===== src/rtl/uart_rx.sv =====
// uart_rx: 8N1 serial receiver, LSB first, 16x oversampling with a 3-sample
// majority vote at mid-bit. Rejects false starts and reports framing errors,
// so only clean bytes are presented on RX_data/byte_done.
module uart_rx #(
    parameter int unsigned CLK_FREQ   = 100000000,
    parameter int unsigned BAUD       = 115200,
    parameter int unsigned OVERSAMPLE = 16,
    parameter int unsigned TICK_DIV   = CLK_FREQ / (BAUD * OVERSAMPLE)
) (
    input  logic       clk,
    input  logic       rst,
    input  logic       rx,
    output logic [7:0] RX_data,
    output logic       byte_done,
    output logic       frame_err,
    output logic       busy
);

    localparam int unsigned TW = (TICK_DIV > 1) ? $clog2(TICK_DIV) : 1;
    localparam logic [3:0]  S_LAST = 4'(OVERSAMPLE - 1);

    typedef enum logic [2:0] {
        IDLE,
        START,
        DATA,
        STOP,
        BREAK
    } state_t;

    state_t        state;
    logic          rx_m;
    logic          rx_s;
    logic [TW-1:0] tick_cnt;
    logic          tick;
    logic          start_det;
    logic [3:0]    s_cnt;
    logic [2:0]    b_cnt;
    logic [1:0]    samp;
    logic          maj;
    logic [7:0]    shreg;

    assign tick      = (tick_cnt == TW'(TICK_DIV - 1));
    assign start_det = (state == IDLE) && !rx_s;
    // Third vote is the live sample taken on the s_cnt==9 tick itself.
    assign maj       = (samp[0] & samp[1]) | (samp[0] & rx_s) | (samp[1] & rx_s);

    // Two-flop synchroniser for the asynchronous serial line; idles high.
    always_ff @(posedge clk or posedge rst) begin
        if (rst) begin
            rx_m <= 1'b1;
            rx_s <= 1'b1;
        end else begin
            rx_m <= rx;
            rx_s <= rx_m;
        end
    end

    // Oversample tick generator, realigned to the detected start edge.
    always_ff @(posedge clk or posedge rst) begin
        if (rst) begin
            tick_cnt <= '0;
        end else if (start_det || tick) begin
            tick_cnt <= '0;
        end else begin
            tick_cnt <= tick_cnt + 1'b1;
        end
    end

    // Receive FSM with registered pulses, data register and busy flag.
    always_ff @(posedge clk or posedge rst) begin
        if (rst) begin
            state     <= IDLE;
            s_cnt     <= '0;
            b_cnt     <= '0;
            samp      <= '0;
            shreg     <= '0;
            RX_data   <= '0;
            byte_done <= 1'b0;
            frame_err <= 1'b0;
            busy      <= 1'b0;
        end else begin
            byte_done <= 1'b0;
            frame_err <= 1'b0;

            if (tick && s_cnt == 4'd7) samp[0] <= rx_s;
            if (tick && s_cnt == 4'd8) samp[1] <= rx_s;

            case (state)
                IDLE: begin
                    if (!rx_s) begin
                        state <= START;
                        s_cnt <= '0;
                        busy  <= 1'b1;
                    end
                end

                START: begin
                    if (tick) begin
                        s_cnt <= s_cnt + 4'd1;
                        if (s_cnt == 4'd9 && maj) begin
                            state <= IDLE;
                            busy  <= 1'b0;
                        end else if (s_cnt == S_LAST) begin
                            state <= DATA;
                            b_cnt <= '0;
                        end
                    end
                end

                DATA: begin
                    if (tick) begin
                        s_cnt <= s_cnt + 4'd1;
                        if (s_cnt == 4'd9) shreg <= {maj, shreg[7:1]};
                        if (s_cnt == S_LAST) begin
                            if (b_cnt == 3'd7) state <= STOP;
                            else               b_cnt <= b_cnt + 3'd1;
                        end
                    end
                end

                STOP: begin
                    if (tick) begin
                        s_cnt <= s_cnt + 4'd1;
                        if (s_cnt == 4'd9) begin
                            if (maj) begin
                                RX_data   <= shreg;
                                byte_done <= 1'b1;
                                state     <= IDLE;
                                busy      <= 1'b0;
                            end else begin
                                frame_err <= 1'b1;
                                state     <= BREAK;
                                s_cnt     <= '0;
                            end
                        end
                    end
                end

                BREAK: begin
                    // s_cnt counts consecutive high ticks while the line recovers.
                    if (tick) begin
                        if (!rx_s) begin
                            s_cnt <= '0;
                        end else if (s_cnt == S_LAST) begin
                            state <= IDLE;
                            busy  <= 1'b0;
                        end else begin
                            s_cnt <= s_cnt + 4'd1;
                        end
                    end
                end

                default: begin
                    state <= IDLE;
                    busy  <= 1'b0;
                end
            endcase
        end
    end

endmodule

===== config.mk =====
export PLATFORM = sky130hd
export DESIGN_NAME = uart_rx
export DESIGN_NICKNAME = d
export VERILOG_FILES = /design/src/rtl/uart_rx.sv
export SDC_FILE = /design/constraint.sdc
export NUM_CORES = 1
export LEC_CHECK = 0
export CAP_MARGIN = 25
export CORE_ASPECT_RATIO = 0.7
export CORE_UTILIZATION = 52
export CTS_CLUSTER_SIZE = 12
export DETAILED_ROUTE_END_ITERATION = 6
export GPL_ROUTABILITY_DRIVEN = 0
export PLACE_DENSITY_LB_ADDON = 0.05
export SLEW_MARGIN = 20
export SYNTH_ARGS = -nofsm -noshare
export SYNTH_HDL_FRONTEND = slang
export SYNTH_SLANG_ARGS = --single-unit

===== constraint.sdc =====
create_clock -name clk -period 2 [get_ports clk]
set_clock_uncertainty 0.15 [all_clocks]
set_input_delay 0.4 -clock clk [delete_from_list [all_inputs] [get_ports clk]]
set_output_delay 0.4 -clock clk [all_outputs]
set_load 0.02 [all_outputs]

Word level (Yosys, flattened, before mapping)
Index checks and enable logic that the tools add are counted.
- word-level logic and storage cells: 114
- output and inout port bits: 11
- flip-flop bits (word level): 39
- bitwise logic cells: 6
- equality and inequality tests: 28
- add/sub/neg operators: 3
- reductions and logical operators: 16
- mux-type cells: 48
- operators with widths (kind ; number):
    3-bit 2-to-1 mux ; 18
    4-bit 2-to-1 mux ; 8
    2-bit inequality test (second input constant) ; 15
    1-bit 2-to-1 mux ; 17
    4-bit case mux with 4 select lines ; 1
    3-bit case mux with 5 select lines ; 1
    4-bit == test (second input constant) ; 3
    11-bit AND reduction ; 1
    10-bit AND reduction ; 1
    7-bit AND reduction ; 1
    6-bit by 1-bit adder with 6-bit output (second input constant) ; 1
    3-bit by 2-bit == test with 1-bit output (second input constant) ; 2
    3-bit == test (second input constant) ; 2
    6-bit == test (second input constant) ; 1
    6-bit 2-to-1 mux ; 1
    3-bit inequality test (second input constant) ; 2
    3-bit case mux with 2 select lines ; 1
    6-bit AND reduction ; 1
    1-bit case mux with 5 select lines ; 1
    4-bit by 1-bit adder with 4-bit output (second input constant) ; 1
    4-bit by 3-bit == test with 1-bit output (second input constant) ; 1
    1-bit logical AND ; 4
    4-bit AND reduction ; 1
    4-bit nonzero test ; 1
    12 further kinds ; 15

Longest topological paths before layout
Gate-level depths: netlist of run 1.
- word-level depth: 7
- gate-level depth with buffers: 7

Least setup slack after synthesis of run 1
No wires, ideal clock.
- kind: reg-to-reg
- start point: reg rx_s
- end point: reg RX_data[0]
- clock period less this slack: 1.971 ns
- slack: 0.029 ns
- arrival time: 1.696 ns
- buffers on the path: 1
- cell stages (with the launch flop): 6
- required time: 1.725 ns
- path through: dfstp_2 > buf_2 > a21o_1 > o21ai_0 > nor4_4 > mux2_2
- longest elaborated chain between the ends: 4
- elaborated cells between the ends (all ways): 5
- classes of those cells: bitwise: 4; reduce/logical: 1
- RTL lines (item ; RTL line ; text):
    start: declaration ; 32 ; logic rx_s;
    start signal: assignment ; 54 ; rx_s <= rx_m;
    1-bit AND ; 45 ; assign maj = (samp[0] & samp[1]) | (samp[0] & rx_s) | (samp[1] & rx_s);
    1-bit bitwise OR ; 45 ;
    1-bit bitwise OR * ; 45 ;
    4-bit AND reduction (no source line) * ; n/a ;
    end signal: assignment ; 126 ; RX_data <= shreg;
    end: declaration ; 13 ; output logic [7:0] RX_data,
Every way passes the cells marked *; elsewhere a longest branch is shown, timed or not.
A chain may end at the register's enable or synchronous reset.

Final worst setup path of run 1
- start point: reg s_cnt[1]
- end point: reg RX_data[7]
- longest elaborated chain between the ends: 2
- RTL lines (item ; RTL line ; text):
    start: declaration ; 36 ; logic [3:0] s_cnt;
    start signal: assignment ; 99 ; s_cnt <= s_cnt + 4'd1;
    start signal: assignment ; 112 ; s_cnt <= s_cnt + 4'd1;
    start signal: assignment ; 123 ; s_cnt <= s_cnt + 4'd1;
    4-bit == test ; 124 ; if (s_cnt == 4'd9) begin
    4-bit AND reduction (no source line) ; n/a ;
No other way between the ends.

==> results of run 1 <==
-- cell usage in the layout (no fill, tap or decap), types with 2 or more instances in the layout --
| cell type | count |
|---|---|
| sky130_fd_sc_hd__nor3b_2 | 2 |
| sky130_fd_sc_hd__bufinv_16 | 2 |
| sky130_fd_sc_hd__o21ai_0 | 9 |
| sky130_fd_sc_hd__nand2b_1 | 2 |
| sky130_fd_sc_hd__nand3_1 | 3 |
| sky130_fd_sc_hd__nor3_1 | 2 |
| sky130_fd_sc_hd__xnor2_1 | 2 |
| sky130_fd_sc_hd__nor2_1 | 10 |
| sky130_fd_sc_hd__o21ai_1 | 2 |
| sky130_fd_sc_hd__dfstp_2 | 2 |
| sky130_fd_sc_hd__mux2_2 | 16 |
| sky130_fd_sc_hd__nand2_1 | 13 |
| sky130_fd_sc_hd__ha_2 | 3 |
| sky130_fd_sc_hd__nand3_2 | 2 |
| sky130_fd_sc_hd__buf_4 | 12 |
| sky130_fd_sc_hd__dfrtp_1 | 35 |
| sky130_fd_sc_hd__nor4_1 | 2 |
| sky130_fd_sc_hd__clkdlybuf4s50_1 | 13 |
| sky130_fd_sc_hd__o31ai_2 | 2 |
| sky130_fd_sc_hd__inv_1 | 8 |
| sky130_fd_sc_hd__dfrtp_2 | 2 |
| sky130_fd_sc_hd__clkbuf_8 | 5 |
| sky130_fd_sc_hd__xor2_1 | 3 |
| sky130_fd_sc_hd__ha_1 | 4 |
| sky130_fd_sc_hd__nand4b_1 | 4 |
| sky130_fd_sc_hd__o21bai_1 | 2 |
-- per-layer routing --
| metal | up-vias | track usage, % |
|---|---|---|
| li1 | 654 | - |
| met1 | 691 | 30.6 |
| met2 | 29 | 31.5 |
| met3 | 4 | 5.33 |
| met4 | 0 | 5.03 |
| met5 | - | 0 |
-- worst max-delay path, stage by stage, from the launching register on --
cell and delay [ns]:
sky130_fd_sc_hd__dfrtp_1 0.42, sky130_fd_sc_hd__inv_2 0.07, sky130_fd_sc_hd__ha_2 0.17, sky130_fd_sc_hd__nand4b_1 0.24, sky130_fd_sc_hd__nor4_4 0.24, sky130_fd_sc_hd__buf_6 0.18, sky130_fd_sc_hd__mux2_2 0.34
-- per-stage QoR --
step	hold slack, ns	TNS, ns	utilization (%)
after floorplan	0.195	0	-
after global placement	0.198	0	62.1
after detailed placement	0.200	0	62.1
after CTS	0.211	0	65.9
after global routing	0.213	-0.0658	68.1
final	0.210	0	68.1
-- flip-flops by register name, indices dropped and copies added (netlist names) --
register	count
state	3
tick_cnt	6
byte_done	1
RX_data	8
frame_err	1
b_cnt	3
s_cnt	4
rx_s	1
samp	2
shreg	8
busy	1
rx_m	1
-- path summary, 6_finish.rpt --
kind                         endpoint  slack (ns)  depth (start not counted)
hold reg to reg                  rx_s        0.21                          0
setup reg to reg           RX_data[7]        0.07                          6
max in group asynchronous        rx_m        1.12                          3
setup / recovery           RX_data[7]        0.07                          6
hold / removal                   rx_s        0.21                          0
min in group asynchronous    b_cnt[2]        0.31                          3
-- cell usage after synthesis (2+ instances only) --
| master | n |
|---|---|
| sky130_fd_sc_hd__nand2b_1 | 3 |
| sky130_fd_sc_hd__nor2_1 | 10 |
| sky130_fd_sc_hd__mux2_2 | 17 |
| sky130_fd_sc_hd__buf_6 | 2 |
| sky130_fd_sc_hd__nand3_1 | 3 |
| sky130_fd_sc_hd__nor3_1 | 3 |
| sky130_fd_sc_hd__nand4b_1 | 4 |
| sky130_fd_sc_hd__dfstp_2 | 2 |
| sky130_fd_sc_hd__inv_1 | 9 |
| sky130_fd_sc_hd__nand3_2 | 2 |
| sky130_fd_sc_hd__o21ai_0 | 11 |
| sky130_fd_sc_hd__nand2_1 | 14 |
| sky130_fd_sc_hd__nor4_1 | 2 |
| sky130_fd_sc_hd__ha_1 | 7 |
| sky130_fd_sc_hd__dfrtp_1 | 37 |
| sky130_fd_sc_hd__o31ai_2 | 2 |
| sky130_fd_sc_hd__xnor2_1 | 2 |
| sky130_fd_sc_hd__buf_2 | 3 |
| sky130_fd_sc_hd__o21bai_1 | 2 |
| sky130_fd_sc_hd__xor2_1 | 3 |
-- cell type report --
cell class	instances	area [µm²]
repair buffers	27	251
clock buffers	6	72.6
well taps	50	62.6
multi-input cells	113	947
fillers	273	1130
inverters	9	33.8
clock inverters	2	60.1
flip-flops and latches	39	981
-- cell families (layout without fill, tap and decap cells) --
family / Yosys count / in the layout / synth area share [%]
xor gates and xnor gates: 5 / 5 / 2.26
muxes: 18 / 18 / 10.4
adders and majority gates: 8 / 8 / 5.04
and+or+nand+nor: 54 / 54 / 17.1
AOI/OAI and AO/OA: 28 / 28 / 10.7
DFF: 39 / 39 / 50.5
buffers and inverters: 15 / 44 / 4.07
-- timing repair --
action | in CTS | in global routing
setup endpoints to repair | 0 | 22
gates resized for setup | 0 | 21
hold endpoints to repair | 0 | 0
buffers inserted | 0 | 1
-- power groups by stage --
stage,Combinational [µW],Sequential (µW),Clock (µW)
6_report,26.0,794,757
5_1_grt,30.1,795,813
3_3_place_gp,26.2,809,0
2_1_floorplan,16.1,807,0
3_5_place_dp,27.1,810,0
4_1_cts,27.2,794,775
==> metrics.log, run 1 <==
[metrics] worst supply voltage drop on vdd: 0.452 mV
[metrics] clock latency of the later-clocked register in the worst-skew pair: 0.28 ns
[metrics] pins over their slew limit: 0
[metrics] Max Root-Sink Buffers: 2
[metrics] #FFs+latches synth: 39
[metrics] number of iterations in the first detailed-routing pass: 4
[metrics] CP Launch Point: s_cnt[1]
[metrics] initial core utilization: 54.8%
[metrics] number of nets with antenna violations after detailed routing: 0
[metrics] final clock period utilization by the worst path: 96.6%
[metrics] relative contribution of sequential cells to total power: 50.4%
[metrics] Detailed Place HPWL: 2600 µm
[metrics] power density of the placed cells: 655 mW/mm²
[metrics] hold violation total from the final report: 0
[metrics] status: completed
[metrics] nets@finish: 205
[metrics] Sinks on Clock Net: 39
[metrics] clock transition at the registers of the reported paths: 0.07 ns
[metrics] clock share of power: 48.0%
[metrics] cell area after placement: 0.00220 mm²
[metrics] top area cells in the synthesized netlist: sky130_fd_sc_hd__dfrtp_1 (48%), sky130_fd_sc_hd__mux2_2 (9.9%), sky130_fd_sc_hd__ha_1 (4.5%)
[metrics] number of violations of the max-capacitance limit: 0
[metrics] worst hold-check path type: reg2reg
[metrics] clock tree from TritonCTS: built
[metrics] antenna fix cells: 0
[metrics] quantity of hold-fixing buffers added after cts: 0
[metrics] I/O pin count: 14
[metrics] cell accounting for the most synthesized area: sky130_fd_sc_hd__dfrtp_1
[metrics] placed cell count: 237
[metrics] average via count per standard cell: 5.60
[metrics] horizontal die dimension: 75.0 µm
[metrics] Logic pwr share: 1.6%
[metrics] wl on met1: 1810 µm
[metrics] worst setup slack after layout: 0.0674 ns
[metrics] leak pwr: 0.00107 µW
[metrics] dpl ws: 0.0358 ns
[metrics] Gate Count Post-Synth: 167
[metrics] wire length of the first global-routing pass: 6140 µm
[metrics] R2R Path Start: s_cnt[1]
[metrics] highest fanout seen on the critical path: 8
[metrics] number of I/O port buffers: 13
[metrics] die outline area: 0.00398 mm²
[metrics] core area: 0.00354 mm²
[metrics] total routing resource utilization after global routing: 21.1%
[metrics] Relative slew margins: 71.1%
[metrics] Layout Area Growth over Synthesis: 24.3%
[metrics] Worst setup SP type: flop
[metrics] predominant post-synthesis flop cell: sky130_fd_sc_hd__dfrtp_1
[metrics] Post-Route WL: 3740 µm
[metrics] non-filler cells in the finished layout: 246
[metrics] number of H-tree levels: 2
[metrics] Worst Tran Pin Value: 0.429 ns
[metrics] critical path required time: 2.02 ns
[metrics] overflow left after global routing: 0
[metrics] sort of element at the end of the critical path: flop
[metrics] number of remaining DRC errors: 0
[metrics] Avg Inst Size Synth: 11.6 µm²
[metrics] sum of met2 wire segment lengths after detailed routing: 1720 µm
[metrics] Hold Path Origin: rx_m
[metrics] unrepaired setup endpoints after global routing: yes
[metrics] count of final setup violators: 0
[metrics] number of nets in the synthesized netlist: 177
[metrics] clk root buf: sky130_fd_sc_hd__clkbuf_8
[metrics] CTS buffer count: 5
[metrics] area share of the largest cell type after synthesis: 47.8%
[metrics] share of post-route cells with drive strength above 1: 33.7%
[metrics] number of vias after detailed routing: 1378
[metrics] number of unique standard cell types used by synthesis: 49
[metrics] wire length per cell after detailed routing: 15.2 µm
[metrics] number of global-route vias before repair: 1291
[metrics] number of antenna violations at the first check in global routing: 0
[metrics] number of flops mapped to enable cells by yosys: 0
[metrics] share of total power consumed by net switching: 17.6%
[metrics] Row Count: 18
[metrics] Highest Signal Layer: met4
[metrics] Internal: 1300 µW
[metrics] Iter 0 DRT Violations: 106
[metrics] height of the die: 53.1 µm
[metrics] proportion of synthesized chip area in sequential cells: 50.5%
[metrics] Worst EP arrival: 1.95 ns
[metrics] maximum operating frequency: 0.517 GHz
[metrics] Post-Layout Inst Area: 0.00241 mm²
[metrics] Period minus WS final: 1.93 ns
[metrics] Netlist Area Pre-Place: 0.00194 mm²
[metrics] Power, Total: 1580 µW
[metrics] Net Switching: 278 µW
[metrics] Yosys warning count: 0
[metrics] Synth async-reset ratio: 100%
[metrics] met3 wirelength from detailed routing: 181 µm
[metrics] critical path class: reg2reg
[metrics] maximum number of pins on one net before global-route repair: 40
No activity file was read; power rests on OpenSTA's default activity.
==> inputs of run 2 (changes only) <==
--- a/config.mk
+++ b/config.mk
@@ -7,9 +7,10 @@
 export LEC_CHECK = 0
 export CAP_MARGIN = 25
 export CORE_ASPECT_RATIO = 0.7
-export CORE_UTILIZATION = 52
+export CORE_UTILIZATION = 56
 export CTS_CLUSTER_SIZE = 12
 export DETAILED_ROUTE_END_ITERATION = 6
+export DONT_BUFFER_PORTS = 1
 export GPL_ROUTABILITY_DRIVEN = 0
 export PLACE_DENSITY_LB_ADDON = 0.05
 export SLEW_MARGIN = 20
==> constraint.sdc (replaced) <==
create_clock -name clk -period 1.6 [get_ports clk]
set_clock_uncertainty 0.15 [all_clocks]
set_input_delay 0.32 -clock clk [delete_from_list [all_inputs] [get_ports clk]]
set_output_delay 0.32 -clock clk [all_outputs]
set_load 0.02 [all_outputs]
==> run 2 against run 1 <==
Effect of this change:
- the run now ends with negative setup slack left
- clock-buffer cell count is the same
- final cell count rose by 11%
- cell area grew 15%
- via count up 17%
- combinational power increased by 48%
- clock power fell by 4.6%
- first-iteration DRC count up 70%
- worst hold slack better by 0.00056 ns
- largest power group unchanged
- highest routed layer unchanged
==> metrics.log, run 2 (synthesis gave the netlist of run 1 again) <==
[metrics] share of post-route cells with drive strength above 1: 54.7%
[metrics] Critical Path Max Stage Delay: 0.44 ns
[metrics] number of I/O port buffers: 0
[metrics] Max Root-Sink Buffers: 2
[metrics] Relative slew margins: 77.1%
[metrics] I/O pin count: 14
[metrics] total routing resource utilization after global routing: 29.5%
[metrics] critical path class: reg2reg
[metrics] Detailed Place HPWL: 3080 µm
[metrics] count of final setup violators: 30
[metrics] Row Count: 17
[metrics] number of nets with antenna violations after detailed routing: 0
[metrics] sort of element at the end of the critical path: flop
[metrics] violated checks: negative setup slack
[metrics] hold slack final: 0.211 ns
[metrics] Worst Tran Pin Value: 0.344 ns
[metrics] maximum number of pins on one net before global-route repair: 40
[metrics] average via count per standard cell: 5.93
[metrics] clk root buf: sky130_fd_sc_hd__clkbuf_8
[metrics] wire length of the first global-routing pass: 7670 µm
[metrics] number of violations of the max-capacitance limit: 0
[metrics] overflow left after global routing: 0
[metrics] cells along the critical path: ha_2 -> and3_4 -> o21ai_1 -> a31oi_4 -> nand2b_4 -> o31ai_2
[metrics] unrepaired setup endpoints after global routing: yes
[metrics] pins over their slew limit: 0
[metrics] registers with the most flip-flops: RX_data: 8 flops, shreg: 8 flops, tick_cnt: 6 flops
[metrics] non-filler cells in the finished layout: 272
[metrics] CTS buffer count: 5
[metrics] horizontal die dimension: 72.3 µm
[metrics] hold violation total from the final report: 0
[metrics] Post-Layout Inst Area: 0.00277 mm²
[metrics] placed cell count: 253
[metrics] leak pwr: 0.00124 µW
[metrics] Period minus WS final: 1.97 ns
[metrics] Sinks on Clock Net: 39
[metrics] number of iterations in the first detailed-routing pass: 4
[metrics] slowest cell on the critical path: sky130_fd_sc_hd__dfrtp_2
[metrics] worst hold-check path type: reg2reg
[metrics] die outline area: 0.00370 mm²
[metrics] status: finished, violations left
[metrics] Worst EP arrival: 2.03 ns
[metrics] core area: 0.00323 mm²
[metrics] antenna fix cells: 0
[metrics] highest-count cells in the layout ignoring fill and taps: sky130_fd_sc_hd__buf_4 (45), sky130_fd_sc_hd__dfrtp_1 (33), sky130_fd_sc_hd__nand2_1 (12), sky130_fd_sc_hd__mux2_4 (9), sky130_fd_sc_hd__nor2_1 (9)
[metrics] initial core utilization: 59.9%
[metrics] worst supply voltage drop on vdd: 0.728 mV
[metrics] cell area after placement: 0.00237 mm²
[metrics] final clock period utilization by the worst path: 123%
[metrics] highest fanout seen on the critical path: 4
[metrics] clock transition at the registers of the reported paths: 0.08 ns
[metrics] clock latency of the later-clocked register in the worst-skew pair: 0.30 ns
[metrics] Post-Route WL: 5370 µm
[metrics] most common cell after layout, fill and taps aside: sky130_fd_sc_hd__buf_4
[metrics] power density of the placed cells: 633 mW/mm²
[metrics] clock tree from TritonCTS: built
[metrics] number of vias after detailed routing: 1612
[metrics] number of remaining DRC errors: 0
[metrics] critical path required time: 1.65 ns
[metrics] number of antenna violations at the first check in global routing: 0
[metrics] dpl ws: -0.373 ns
[metrics] height of the die: 51.2 µm
[metrics] worst setup slack after layout: -0.373 ns
[metrics] number of H-tree levels: 2
[metrics] Iter 0 DRT Violations: 180
[metrics] number of global-route vias before repair: 1521
[metrics] Layout Area Growth over Synthesis: 42.9%
[metrics] Worst setup SP type: flop
[metrics] maximum operating frequency: 0.507 GHz
[metrics] wire length per cell after detailed routing: 19.7 µm
[metrics] nets@finish: 234
## run 2: cell types whose count changed in the layout (fill, tap and decap cells not counted), sizes merged
cell / change
clkinvlp: +1
dlygate4sd3: +2
buf: +39
clkinv: +1
nand3: +1
clkdlybuf4s50: -13
bufinv: -2
## run 2: worst max-delay path, delay by kind of cell, from the launching register on
kind | cells | cell delay, ns
adders and majority gates | 1 | 0.20
and+or+nand+nor | 2 | 0.40
DFF | 1 | 0.44
AOI/OAI and AO/OA | 3 | 0.67
## run 2: path summary, 6_finish.rpt
| check | slack (ns) | endpoint | cells past startpoint | startpoint |
|---|---|---|---|---|
| worst min register to register | 0.21 | rx_s | 0 | rx_m |
| min in group asynchronous | 0.36 | state[1] | 3 | rst |
| worst max-delay path | -0.37 | s_cnt[3] | 6 | s_cnt[0] |
| worst max register to register | -0.37 | s_cnt[3] | 6 | s_cnt[0] |
| worst min-delay path | 0.21 | rx_s | 0 | rx_m |
| max in group asynchronous | 0.69 | rx_m | 3 | rst |
## run 2: power breakdown
part	internal, µW	switching, µW	total [µW]
sequential	989	2.70	992
clock	352	370	722
combinational	13.3	25.1	38.5
total	1350	398	1750
## run 2: final cells by class
class	count	area, µm²
Multi-Input combinational cell	114	1130
Inverter	9	33.8
Clock buffer	6	82.6
Clock inverter	2	16.3
Tap cell	47	58.8
Fill cell	157	464
Sequential cell	39	983
Timing Repair Buffer	55	465
## run 2: stage by stage
step | power, µW | util [%] | TNS (ns)
after global placement | 1040 | 73.3 | -5.75
after CTS | 1750 | 81.2 | -5.55
after detailed placement | 1050 | 73.3 | -7.17
final | 1750 | 85.6 | -6.33
after global routing | 1800 | 85.6 | -7.66
after floorplan | 1030 | - | -3.70
## run 2: metal layers
layer  track usage (%)  up-vias  wire length (µm)
met3              7.30       28               405
met1              36.9      780              2150
li1                  -      709                 -
met5                 0        -                 0
met4              16.7        0               227
met2              47.2       95              2580
## run 2: what timing repair did
action,CTS,global route
hold buffers,2,0
buffers inserted,4,5
pin swaps,5,3
gates resized for setup,22,26
hold endpoints to repair,38,0
cloned,1,0
setup endpoints to repair,36,36
